<file path="config.mk">
export PLATFORM = sky130hd
export DESIGN_NAME = run_sequencer
export DESIGN_NICKNAME = d
export VERILOG_FILES = /design/src/rtl/run_seq_pkg.sv /design/src/rtl/sat_counter.sv /design/src/rtl/run_sequencer.sv
export SDC_FILE = /design/constraint.sdc
export NUM_CORES = 1
export LEC_CHECK = 0
export BUFFER_PORTS_ARGS = -buffer_cell sky130_fd_sc_hd__buf_4
export CORE_MARGIN = 3
export CORE_UTILIZATION = 60
export DETAILED_ROUTE_END_ITERATION = 8
export PLACE_DENSITY = 0.83
export SETUP_SLACK_MARGIN = 0.02
export SLEW_MARGIN = 10
export SYNTH_ARGS = -nofsm -noshare
export SYNTH_HDL_FRONTEND = slang
export SYNTH_SLANG_ARGS = --single-unit
export TNS_END_PERCENT = 1
</file>
<file path="constraint.sdc">
create_clock -name Clk -period 5.3 [get_ports Clk]
set_input_delay 0.265 -clock Clk [delete_from_list [all_inputs] [get_ports Clk]]
set_output_delay 0.265 -clock Clk [all_outputs]
set_load 0.03 [all_outputs]
</file>
<file path="src/rtl/run_seq_pkg.sv">
// Shared types and constants for the run sequencer: FSM states, DUT reset
// length, cycle counter width and the programs-per-batch decode.
package run_seq_pkg;

    typedef enum logic [2:0] {
        IDLE    = 3'd0,
        DUT_RST = 3'd1,
        START   = 3'd2,
        GUARD   = 3'd3,
        WAIT    = 3'd4,
        DONE    = 3'd5
    } state_t;

    localparam int DUT_RST_CYCLES = 2;
    localparam int CNT_W          = 16;

    // A NumProgs value of zero requests a full batch of four programs.
    function automatic logic [2:0] progs_target(input logic [1:0] num);
        if (num == 2'd0) begin
            return 3'd4;
        end else begin
            return {1'b0, num};
        end
    endfunction

endpackage

</file>
<file path="src/rtl/sat_counter.sv">
// Per-program cycle counter: loads one on the DutStart cycle, then counts up
// and sticks at all-ones so very long programs report the maximum value.
module sat_counter
    import run_seq_pkg::*;
#(
    parameter int W = CNT_W
) (
    input  logic         Clk,
    input  logic         Reset,
    input  logic         load,
    input  logic         inc,
    output logic [W-1:0] count
);

    // Load, saturating increment or hold the cycle count.
    always_ff @(posedge Clk) begin
        if (Reset) begin
            count <= {W{1'b0}};
        end else if (load) begin
            count <= {{(W-1){1'b0}}, 1'b1};
        end else if (inc && (count != {W{1'b1}})) begin
            count <= count + {{(W-1){1'b0}}, 1'b1};
        end else begin
            count <= count;
        end
    end

endmodule

</file>
<file path="src/rtl/run_sequencer.sv">
// Batch run sequencer: resets the processor under control, then starts each
// program in turn, timing it until Ack or an optional timeout.  All outputs
// are registered from the next-state decode, so none follow inputs directly.
module run_sequencer
    import run_seq_pkg::*;
(
    input  logic              Clk,
    input  logic              Reset,
    input  logic              Go,
    input  logic [1:0]        NumProgs,
    input  logic [15:0]       TimeoutLimit,
    input  logic              Ack,
    output logic              DutReset,
    output logic              DutStart,
    output logic [1:0]        ProgIdx,
    output logic              Busy,
    output logic              Done,
    output logic              TimedOut,
    output logic [CNT_W-1:0]  LastCycles,
    output logic [2:0]        ProgsDone
);

    state_t             state_r;
    state_t             state_s;
    logic [1:0]         rst_cnt_r;
    logic [2:0]         target_r;
    logic [15:0]        timeout_r;
    logic [CNT_W-1:0]   count_s;
    logic               cnt_load_s;
    logic               cnt_inc_s;
    logic               accept_go_s;
    logic               prog_ack_s;
    logic               timeout_s;
    logic [2:0]         progs_next_s;

    sat_counter #(.W(CNT_W)) u_cycles (
        .Clk   (Clk),
        .Reset (Reset),
        .load  (cnt_load_s),
        .inc   (cnt_inc_s),
        .count (count_s)
    );

    // Next-state decode plus counter controls and batch events.
    always_comb begin
        state_s      = state_r;
        cnt_load_s   = 1'b0;
        cnt_inc_s    = 1'b0;
        accept_go_s  = 1'b0;
        prog_ack_s   = 1'b0;
        timeout_s    = 1'b0;
        progs_next_s = ProgsDone + 3'd1;
        case (state_r)
            IDLE: begin
                if (Go) begin
                    accept_go_s = 1'b1;
                    state_s     = DUT_RST;
                end else begin
                    state_s = IDLE;
                end
            end
            DUT_RST: begin
                if (rst_cnt_r == 2'(DUT_RST_CYCLES - 1)) begin
                    state_s = START;
                end else begin
                    state_s = DUT_RST;
                end
            end
            START: begin
                cnt_load_s = 1'b1;
                state_s    = GUARD;
            end
            GUARD: begin
                // Ack may still be high from the previous program's halt.
                cnt_inc_s = 1'b1;
                state_s   = WAIT;
            end
            WAIT: begin
                if (Ack) begin
                    prog_ack_s = 1'b1;
                    if (progs_next_s == target_r) begin
                        state_s = DONE;
                    end else begin
                        state_s = START;
                    end
                end else begin
                    cnt_inc_s = 1'b1;
                    if ((timeout_r != 16'd0) && (count_s >= timeout_r)) begin
                        timeout_s = 1'b1;
                        state_s   = DONE;
                    end else begin
                        state_s = WAIT;
                    end
                end
            end
            DONE: begin
                state_s = IDLE;
            end
            default: begin
                state_s = IDLE;
            end
        endcase
    end

    // State, batch bookkeeping and registered outputs.
    always_ff @(posedge Clk) begin
        if (Reset) begin
            state_r    <= IDLE;
            rst_cnt_r  <= 2'd0;
            target_r   <= 3'd4;
            timeout_r  <= 16'd0;
            ProgIdx    <= 2'd0;
            ProgsDone  <= 3'd0;
            TimedOut   <= 1'b0;
            LastCycles <= {CNT_W{1'b0}};
            DutReset   <= 1'b1;
            DutStart   <= 1'b0;
            Busy       <= 1'b0;
            Done       <= 1'b0;
        end else begin
            state_r <= state_s;
            if (state_r == DUT_RST) begin
                rst_cnt_r <= rst_cnt_r + 2'd1;
            end else begin
                rst_cnt_r <= 2'd0;
            end
            if (accept_go_s) begin
                target_r  <= progs_target(NumProgs);
                timeout_r <= TimeoutLimit;
                ProgIdx   <= 2'd0;
                ProgsDone <= 3'd0;
                TimedOut  <= 1'b0;
            end else if (prog_ack_s) begin
                LastCycles <= count_s;
                ProgsDone  <= progs_next_s;
                if (state_s == START) begin
                    ProgIdx <= ProgIdx + 2'd1;
                end else begin
                    ProgIdx <= ProgIdx;
                end
            end else if (timeout_s) begin
                TimedOut   <= 1'b1;
                LastCycles <= count_s;
            end else begin
                ProgIdx <= ProgIdx;
            end
            DutReset <= (state_s == IDLE) || (state_s == DUT_RST) || (state_s == DONE);
            DutStart <= (state_s == START);
            Busy     <= (state_s != IDLE);
            Done     <= (state_s == DONE);
        end
    end

endmodule

</file>
==> summary.md, run 1 <==
| Metric | Value |
|---|---|
| Outcome | completed |
| Final Routed Wirelength | 6.064 mm |
| Final HPWL from detailed placement | 4.403 mm |
| Unique masters post-synth | 44 |
| Leakage Power | 1.599 nW |
| R2r startpoint | timeout_r[9] |
| Crit. End Element | flop |
| Worst stage delay on the critical path | 580 ps |
| Nets | between 400 and 500 |
| Post-synth top area cell | dfxtp_1 |
| TritonCTS buffer count | 9 |
| Finished Core Util | 75.47% |
| Worst setup path end | LastCycles[11] |
| Worst hold path class | input pin to flop |
| WL per Instance | about 13 µm |
| Post-Syn Area | 3198 µm² |
| Max_cap viols | 0 |
| DIE HEIGHT | 79.01 µm |
| Instance count on the critical path | 8 |
| Flop pwr share | between 50% and 60% |
| Comb pwr share | 9.4% |
| Core ar. | 4942 µm² |
| R2R Path End | LastCycles[11] |
| Post-Layout Cell Count | 476 |
| Post-cts gate resize count | 0 |
| Startpoint Class | flop |
| Slowest cell on the critical path | a21oi_4 |
| ANT cells | 0 |
| Dominant synthesized flop cell | dfxtp_1 |
| Crit path launch | timeout_r[9] |
| Seq/Total Area, Yosys | 41.31% |
| DRC Markers | 0 |
| Vias in the first global route | 2312 |
| Final Slew Violations | 0 |
| Final ANT Viol Nets | 0 |
| Mean post-synth cell area | 8.908 µm² |
| DR vias | 2490 |
| Die Wd | 79.01 µm |
| Cells along the critical path | inv_1 -> ha_1 -> a21o_1 -> a221o_1 -> a21oi_2 -> o21ai_2 -> a21oi_4 -> mux2i_1 |
| Clk sinks | 66 |
| EDFF count, synth | 0 |
| Layout area overhead | 16.63% |
| Final count of negative-setup-slack endpoints | 0 |
| Setup TNS | 0 ps |
| TritonCTS clock tree | yes |
| First-pass GRT wire length | 10.49 mm |
| Dpl cells | 460 |
| Area contributors post-synth | dfxtp_1 (41%), ha_1 (7.4%), nand2b_1 (6.8%) |
| Mean number of vias per cell | 5.231 |
| I/O pins | between 40 and 50 |
| Share of post-route cells with drive strength above 1 | 18.09% |
| Pin count of the biggest net entering global routing | 60 |
| Longest Clk Path Bufs | 2 |
| Antenna violations before repair | 0 |
| Setup WS post-layout | approximately 2900 ps |
| Fin area | 3730 µm² |
| Critical path type | flop to flop |
| Pwr Total | 0.9668 mW |
| Final hold slack | about 170 ps |
| Most frequent cell after synthesis | dfxtp_1 |
| Cells after synthesis | 359 |
| CP max FO | 16 |
| Initial DRC Count | 203 |
| Die area | 6242 µm² |
| Seq cells post-synth | 66 |
| First-pass DRT Iterations | 4 |
| Min cycle time layout | 2397 ps |
| Clock network fraction of total power | 36.9% |
| Port Buf Inserts | 47 |
| Post-synthesis net count | 400 |
| Delay-heaviest family, CP | compound AO/OA/AOI/OAI gates |
| GR Overflow Total | 0 |
| Worst-Margin Slew | 952.8 ps |
| P_sw | between 0.2 and 0.25 mW |
| Starting Density | 64.71% |
| H-tree depth | 3 |
| CTS Hold Buffers Added | 0 |
| Async S/R FF share, synth | 0% |
| Max VDD drop | around 0.00023 V |
| Unrepaired setup endpoints after global routing | no |
| Pwr Density | roughly 260 nW/µm² |
| Setup Fix Bufs, Post-CTS | 0 |
| Yosys top cell area share | 41.31% |
| Row count | 25 |
| # fillers | 390 |
| CTS clk-pin slew, worst paths | around 70 ps |
| Worst EP arrival | 2660 ps |
| Worst-Skew Late Latency | 340 ps |
| Buf/Inv on CP | 1 |
| Clk_skew | 7.660 ps |
| Final Cycle Share | 45.22% |
| Internal power | 0.7171 mW |
| Yosys warns | 0 |
| Maximum clock frequency | 417.2 MHz |
| Dpl cell area | 3567 µm² |
| Gpl congestion | between 0.8 and 0.9 |
| CTS Root Cell | clkbuf_8 |
| R2R Setup Slk | 2900 ps |
| Top post-synthesis cells by count | dfxtp_1 (66), nand2_1 (47), nand2b_1 (35) |
| Final hold vios | 0 |
| Worst path required time | 5560 ps |
| Slew headroom | 36.20% |
| Pre-CTS WS | about 2900 ps |
| Net Sw Frac | 25.82% |
| FF-to-FF path depth | 8 |
| GRT Total Usage | 21.23% |
## flip-flops by register name, indices dropped and copies added (netlist names), 2 cells and up
register / count
LastCycles: 16
target_r: 3
timeout_r: 16
ProgsDone: 3
u_cycles.count: 16
rst_cnt_r: 2
state_r: 3
ProgIdx: 2
## worst reg2reg max path, stage by stage (launching register included)
cell     delay, ps
dfxtp_1        350
inv_1           50
ha_1           300
a21o_1         160
a221o_1        330
a21oi_2        150
o21ai_2        100
a21oi_4        580
mux2i_1        290
## how the worst min path moves through the flow
stage                    startpoint           end  slack, ps  cells past startpoint
global route        TimeoutLimit[7]  timeout_r[7]        170                      3
CTS                 TimeoutLimit[3]  timeout_r[3]        150                      3
global placement       rst_cnt_r[0]  rst_cnt_r[0]        410                      1
floorplan              rst_cnt_r[0]  rst_cnt_r[0]        400                      1
detailed placement     rst_cnt_r[0]  rst_cnt_r[0]        410                      1
finish              TimeoutLimit[1]  timeout_r[1]        170                      3
## cell usage in the layout (no fill, tap or decap), types with 5 or more instances in the layout
cell type / count
inv_1: 19
and3_1: 5
nand2b_1: 35
ha_1: 19
nand2_1: 47
nor2_1: 29
nand3_1: 9
xor2_1: 16
xnor2_1: 7
dfxtp_1: 66
mux2i_1: 18
nand4_1: 5
a21oi_1: 28
buf_4: 47
clkbuf_8: 9
## layout make-up
cell class | count | area [µm²] | share of cell area [%]
multi-input combinational | 261 | 1738 | 46.60
timing repair buffer | 47 | 352.8 | 9.460
sequential | 66 | 1321 | 35.42
clock inverter | 5 | 31.28 | 0.8386
clock buffer | 11 | 131.4 | 3.522
inverter | 19 | 71.32 | 1.912
tap | 67 | 83.83 | 2.248
## kinds of logic after synthesis
group / synth area share, %
buffers and inverters: 4.343
AND/OR/NAND/NOR: 25.00
flip-flops: 41.31
adder cells (fa/ha/maj): 7.434
XOR/XNOR: 6.299
AO/OA/AOI/OAI: 9.977
multiplexers: 5.634
## power by group through the flow
| stage | Clock [mW] | Sequential [mW] | Combinational [mW] |
|---|---|---|---|
| after floorplan | 0 | 0.530 | 0.0624 |
| after global placement | 0 | 0.530 | 0.0886 |
| after detailed placement | 0 | 0.531 | 0.0906 |
| after CTS | 0.363 | 0.520 | 0.0910 |
| after global routing | 0.388 | 0.521 | 0.103 |
| final | 0.357 | 0.520 | 0.0905 |
## layer usage
| layer | global-route usage, % | routed length (µm) |
|---|---|---|
| met5 | 0 | 0 |
| met2 | 32.66 | 2717 |
| met1 | 28.62 | 2951 |
| met4 | 10.48 | 124 |
| met3 | 3.855 | 271 |
Note: power is estimated with default switching activity, not from simulation.
==> inputs of run 2 (changes only) <==
- CORE_UTILIZATION: 60 -> 51
- PLACE_DENSITY: 0.83 -> 0.75
- clock period: 5.3 -> 1.93 ns (I/O delays scaled with it)
==> run 2 against run 1 <==
Against the previous run: the run now ends with setup timing left; clock-buffer cell count increased by 3; combinational power increased to 3.3 times the previous value; worst hold slack got worse by 160 ps; critical path type unchanged; critical endpoint is now LastCycles[10]; largest power group unchanged.
==> summary.md, run 2 (synthesized netlist as in run 1, its figures left out) <==
| Metric | Value |
|---|---|
| Critical path type | flop to flop |
| Outcome | finished with violations |
| Final hold vios | 0 (unchanged) |
| R2R Setup Slk | -40 ps (-2950 ps) |
| GR Overflow Total | 0 (unchanged) |
| Final Routed Wirelength | 6.718 mm (+11%) |
| Final HPWL from detailed placement | 4.642 mm (+5.4%) |
| Final ANT Viol Nets | 0 (unchanged) |
| Hold path depth | 3 (unchanged) |
| Failing checks | setup timing |
| Core ar. | 5991 µm² (+21%) |
| Pwr Total | 2.912 mW (+200%) |
| Dpl cells | 490 (+6.5%) |
| Pin count of the biggest net entering global routing | 60 (unchanged) |
| Longest Clk Path Bufs | 2 (unchanged) |
| Final Cycle Share | 102.3% (+57 points) |
| TritonCTS clock tree | yes |
| Worst EP arrival | 2260 ps (-400 ps) |
| Worst hold path class | input pin to flop |
| Setup WS post-layout | -44.96 ps (-2948 ps) |
| Setup TNS | -455.3 ps (-455.3 ps) |
| Final count of negative-setup-slack endpoints | 16 (+16) |
| Max_cap viols | 0 (unchanged) |
| Startpoint Class | flop |
| Clk_skew | 9.639 ps (+1.979 ps) |
| Starting Density | 53.38% (-11 points) |
| Die area | 7256 µm² (+16%) |
| Post-Layout Cell Count | 521 (+9.5%) |
| DRC Markers | 0 (unchanged) |
| FF-to-FF path depth | 8 (unchanged) |
| Min cycle time layout | 1975 ps (-421.9 ps) |
| First-pass GRT wire length | 11.27 mm (+7.4%) |
| H-tree depth | 3 (unchanged) |
| Die Wd | 85.19 µm (+7.8%) |
| TritonCTS buffer count | 9 (unchanged) |
| WL per Instance | 12.89 µm (+1.2%) |
| DR vias | 2583 (+3.7%) |
| Max VDD drop | 0.0005154 V (+120%) |
| Pwr Density | 695.1 nW/µm² (+170%) |
| Port Buf Inserts | 47 (unchanged) |
| Initial DRC Count | 74 (-64%) |
| HP Start | TimeoutLimit[13] |
| Most frequent cells in the layout | buf_4 (70), dfxtp_1 (60), nand2_1 (47) |
| CTS Root Cell | clkbuf_8 |
| Unrepaired setup endpoints after global routing | yes |
| Gpl congestion | 0.8353 (about the same) |
| Final Slew Violations | 0 (unchanged) |
| Antenna violations before repair | 0 (unchanged) |
| Mean number of vias per cell | 4.958 (-5.2%) |
| R2r startpoint | u_cycles.count[11] |
| CP max FO | 8 (-8) |
| Maximum clock frequency | 506.3 MHz (+21%) |
| First-pass DRT Iterations | 4 (unchanged) |
| Layout area overhead | 30.99% |
| R2R Path End | LastCycles[10] |
| Share of post-route cells with drive strength above 1 | 25.56% (+7.5 points) |
| Worst path required time | 2210 ps (-3350 ps) |
| Leakage Power | 1.823 nW (+14%) |
| Row count | 28 (+12%) |
| I/O pins | 48 (unchanged) |
| Dpl cell area | 3757 µm² (+5.3%) |
| Commonest non-fill, non-tap cell in the layout | buf_4 |
| Worst-Skew Late Latency | 350 ps (about the same) |
| Largest registers | LastCycles x16, timeout_r x16, u_cycles.count x16 |
| ANT cells | 0 (unchanged) |
| Vias in the first global route | 2522 (+9.1%) |
| DIE HEIGHT | 85.19 µm (+7.8%) |
| Slew headroom | 65.02% (+29 points) |
| Crit. End Element | flop |
| GRT Total Usage | 19.62% (-1.6 points) |
| Hold endpoint | timeout_r[13] |
| Final hold slack | 7.593 ps (-158.5 ps) |
| CTS clk-pin slew, worst paths | 70 ps (about the same) |
| Nets | 482 (+8.3%) |
| Fin area | 4189 µm² (+12%) |
| Worst-Margin Slew | 522.7 ps (-430.1 ps) |
| Clk sinks | 66 (unchanged) |
[run 2: worst max-delay path, stage by stage, from the launching register on]
cell	delay (ps)
dfxtp_2	340
ha_4	240
and2_4	150
a221o_1	330
a21oi_2	140
o21ai_2	100
a21oi_4	230
clkbuf_16	210
mux2i_1	160
[run 2: per-stage QoR]
step                      setup WS (ps)  util [%]
after CTS                        -88.79     69.78
after detailed placement         -113.9     62.72
final                            -44.96     69.92
after global routing             -159.9     69.92
after global placement            28.49     62.72
after floorplan                  -63.42         -
[run 2: final cells by class]
type / instances / area, µm²
Tap cell: 75 / 93.84
Timing Repair Buffer: 84 / 690.7
Clock buffer: 14 / 162.7
Inverter: 19 / 71.32
Fill cell: 470 / 1802
Multi-Input combinational cell: 261 / 1807
Sequential cell: 66 / 1329
Clock inverter: 2 / 35.03
[run 2: report_power, final]
part | switching (mW) | internal (mW) | leakage [nW]
clock network | 0.516 | 0.667 | 0.101
logic | 0.154 | 0.149 | 1.18
registers | 0.0271 | 1.40 | 0.538
[run 2: how the worst max path moves through the flow]
| stage | start | endpoint |
|---|---|---|
| 2_1_floorplan | timeout_r[9] | LastCycles[10] |
| 3_3_place_gp | timeout_r[2] | LastCycles[5] |
| 3_5_place_dp | timeout_r[2] | LastCycles[4] |
| 4_1_cts | u_cycles.count[11] | LastCycles[1] |
| 5_1_grt | u_cycles.count[11] | LastCycles[12] |
| 6_report | u_cycles.count[11] | LastCycles[10] |
[run 2: per-layer routing]
layer	GRT usage (%)	part of all wire, %
met1	25.38	48
met2	30.65	46
met3	4.757	3.7
met4	9.496	1.8
met5	0	0
[run 2: repair_timing]
item / CTS / global route
pin swaps: 8 / 3
gates resized for setup: 13 / 5
endpoints found under the setup margin: 20 / 29
endpoints found under the hold margin: 12 / 0
setup buffers: 2 / 0
hold buffers: 12 / 0
cloned: 1 / 0
==> inputs of run 3 (changes only) <==
- CELL_PAD_IN_SITES_DETAIL_PLACEMENT: default -> 1
- CELL_PAD_IN_SITES_GLOBAL_PLACEMENT: default -> 1
- CORE_UTILIZATION: 51 -> 39
- PLACE_DENSITY: 0.75 -> default
- PLACE_DENSITY_LB_ADDON: default -> 0.1
==> run 3 against run 2 <==
Against the previous run: the run still ends with setup timing left; final area grew 3.8%; combinational power grew 7.6%; core utilization shrank 15 points; critical path type unchanged; highest routed layer unchanged.
==> summary.md, run 3 (synthesized netlist as in run 1, its figures left out) <==
| Metric | Value |
|---|---|
| Unrepaired setup endpoints after global routing | yes |
| Initial DRC Count | 58 (-22%) |
| H-tree depth | 3 (unchanged) |
| CTS Root Cell | clkbuf_8 |
| Final Cycle Share | 100.7% (-1.7 points) |
| Multi-input gate area | 1819 µm² (+0.69%) |
| Port Buf Inserts | 47 (unchanged) |
| Clk sinks | 66 (unchanged) |
| DR vias | 2715 (+5.1%) |
| Worst stage delay on the critical path | 340 ps (about the same) |
| Outcome | finished with violations |
| I/O pins | 48 (unchanged) |
| Mean number of vias per cell | 4.883 (-1.5%) |
| Final Slew Violations | 0 (unchanged) |
| WL per Instance | 14.58 µm (+13%) |
| Pwr Total | 3.232 mW (+11%) |
| Longest Clk Path Bufs | 2 (unchanged) |
| Critical path type | flop to flop |
| Final hold vios | 0 (unchanged) |
| Row count | 32 (+14%) |
| Leakage Power | 1.873 nW (+2.7%) |
| Pwr Density | 743.5 nW/µm² (+7.0%) |
| Cells along the critical path | inv_2 -> ha_4 -> a21o_1 -> a221o_1 -> a21oi_2 -> o21ai_2 -> a21oi_4 -> buf_12 -> mux2i_1 |
| Most frequent cells in the layout | buf_4 (75), dfxtp_1 (53), nand2_1 (47) |
| CP max FO | 16 (+8) |
| Pin count of the biggest net entering global routing | 60 (unchanged) |
| Post-Layout Cell Count | 556 (+6.7%) |
| Final ANT Viol Nets | 0 (unchanged) |
| Dpl cells | 524 (+6.9%) |
| TritonCTS clock tree | yes |
| Share of post-route cells with drive strength above 1 | 28.85% (+3.3 points) |
| First-pass DRT Iterations | 6 (+2) |
| DRC Markers | 0 (unchanged) |
| Largest registers | LastCycles x16, timeout_r x16, u_cycles.count x16 |
| Worst-Margin Slew | 513.6 ps (-9.115 ps) |
| Die area | 9323 µm² (+28%) |
| Worst path required time | 2210 ps (about the same) |
| DIE HEIGHT | 96.56 µm (+13%) |
| ANT cells | 0 (unchanged) |
| Register area | 1338 µm² (+0.66%) |
| Worst EP arrival | 2220 ps (-40 ps) |
| Commonest non-fill, non-tap cell in the layout | buf_4 |
| Max_cap viols | 0 (unchanged) |
| TritonCTS buffer count | 9 (unchanged) |
| Maximum clock frequency | 514.7 MHz (+1.7%) |
| Finished Core Util | 55.39% (-15 points) |
| CTS clk-pin slew, worst paths | 80 ps (about the same) |
| Nets | 490 (+1.7%) |
| Antenna violations before repair | 0 (unchanged) |
| Slew headroom | 65.63% (+0.61 points) |
| Startpoint Class | flop |
| Max VDD drop | 0.0003442 V (-33%) |
| Min cycle time layout | 1943 ps (-32.27 ps) |
| Crit. End Element | flop |
| Setup WS post-layout | -12.70 ps (+32.27 ps) |
| Failing checks | setup timing |
| Worst-Skew Late Latency | 350 ps (about the same) |
| GRT Total Usage | 18.87% (-0.75 points) |
| Gpl congestion | 0.8173 (-2.2%) |
| Vias in the first global route | 2846 (+13%) |
| # fillers | 924 (+97%) |
| Slowest cell on the critical path | dfxtp_2 |
| Die Wd | 96.56 µm (+13%) |
| First-pass GRT wire length | 13.54 mm (+20%) |
| Layout area overhead | 35.92% |
| Setup TNS | -28.46 ps (+426.8 ps) |
| Final Routed Wirelength | 8.104 mm (+21%) |
| GR Overflow Total | 0 (unchanged) |
| Final count of negative-setup-slack endpoints | 3 (-13) |
| Final HPWL from detailed placement | 5.630 mm (+21%) |
| Starting Density | 40.75% (-13 points) |
| Worst hold path class | input pin to flop |
| Clk_skew | 10.23 ps (+0.5902 ps) |
| Core ar. | 7848 µm² (+31%) |
-- run 3: through the flow --
step	hold WS, ps	setup slack (ps)	cell area, µm²
after floorplan	224.9	-63.42	3201
after global placement	344.2	10.95	3844
after detailed placement	355.9	-99.25	3844
after CTS	10.80	-10.47	4318
after global routing	27.61	-129.4	4347
final	19.74	-12.70	4347
-- run 3: area by class of cell --
type | count | area share, %
Clock inverter | 7 | 2.850
Multi-Input combinational cell | 261 | 41.85
Clock buffer | 9 | 2.850
Timing Repair Buffer | 92 | 17.10
Sequential cell | 66 | 30.77
Inverter | 19 | 1.641
Tap cell | 102 | 2.936
-- run 3: metal layers --
layer	GRT usage (%)	part of all wire, %
met2	32.01	47
met3	3.486	3.1
met5	0	0
met1	23.93	48
met4	6.659	1.3
-- run 3: what timing repair did --
item                                    4_1_cts  5_1_grt
gates resized for setup                      16       11
buffers inserted                              0        0
hold endpoints to repair                     16        0
hold buffers                                 16        0
cloned                                        0        0
endpoints found under the setup margin       20       29
pin swaps                                     0        5
-- run 3: critical path: cells and delay by family, from the launching register on --
| kind | cells | cell delay (ps) |
|---|---|---|
| compound gates | 5 | 900 |
| fa+ha+maj | 1 | 210 |
| buf+inv | 2 | 230 |
| flops | 1 | 340 |
| mux | 1 | 200 |
-- run 3: final timing paths --
path | depth (start not counted) | startpoint | slack [ps] | end
setup reg to reg | 9 | timeout_r[9] | -10 | LastCycles[5]
hold / removal | 3 | TimeoutLimit[9] | 20 | timeout_r[9]
setup / recovery | 9 | timeout_r[9] | -10 | LastCycles[5]
hold reg to reg | 1 | rst_cnt_r[0] | 430 | rst_cnt_r[0]
-- run 3: power by group --
part | total, mW | switching (mW) | internal (mW)
logic | 0.325 | 0.167 | 0.158
registers | 1.43 | 0.0289 | 1.40
clock network | 1.48 | 0.607 | 0.872
total | 3.23 | 0.803 | 2.43
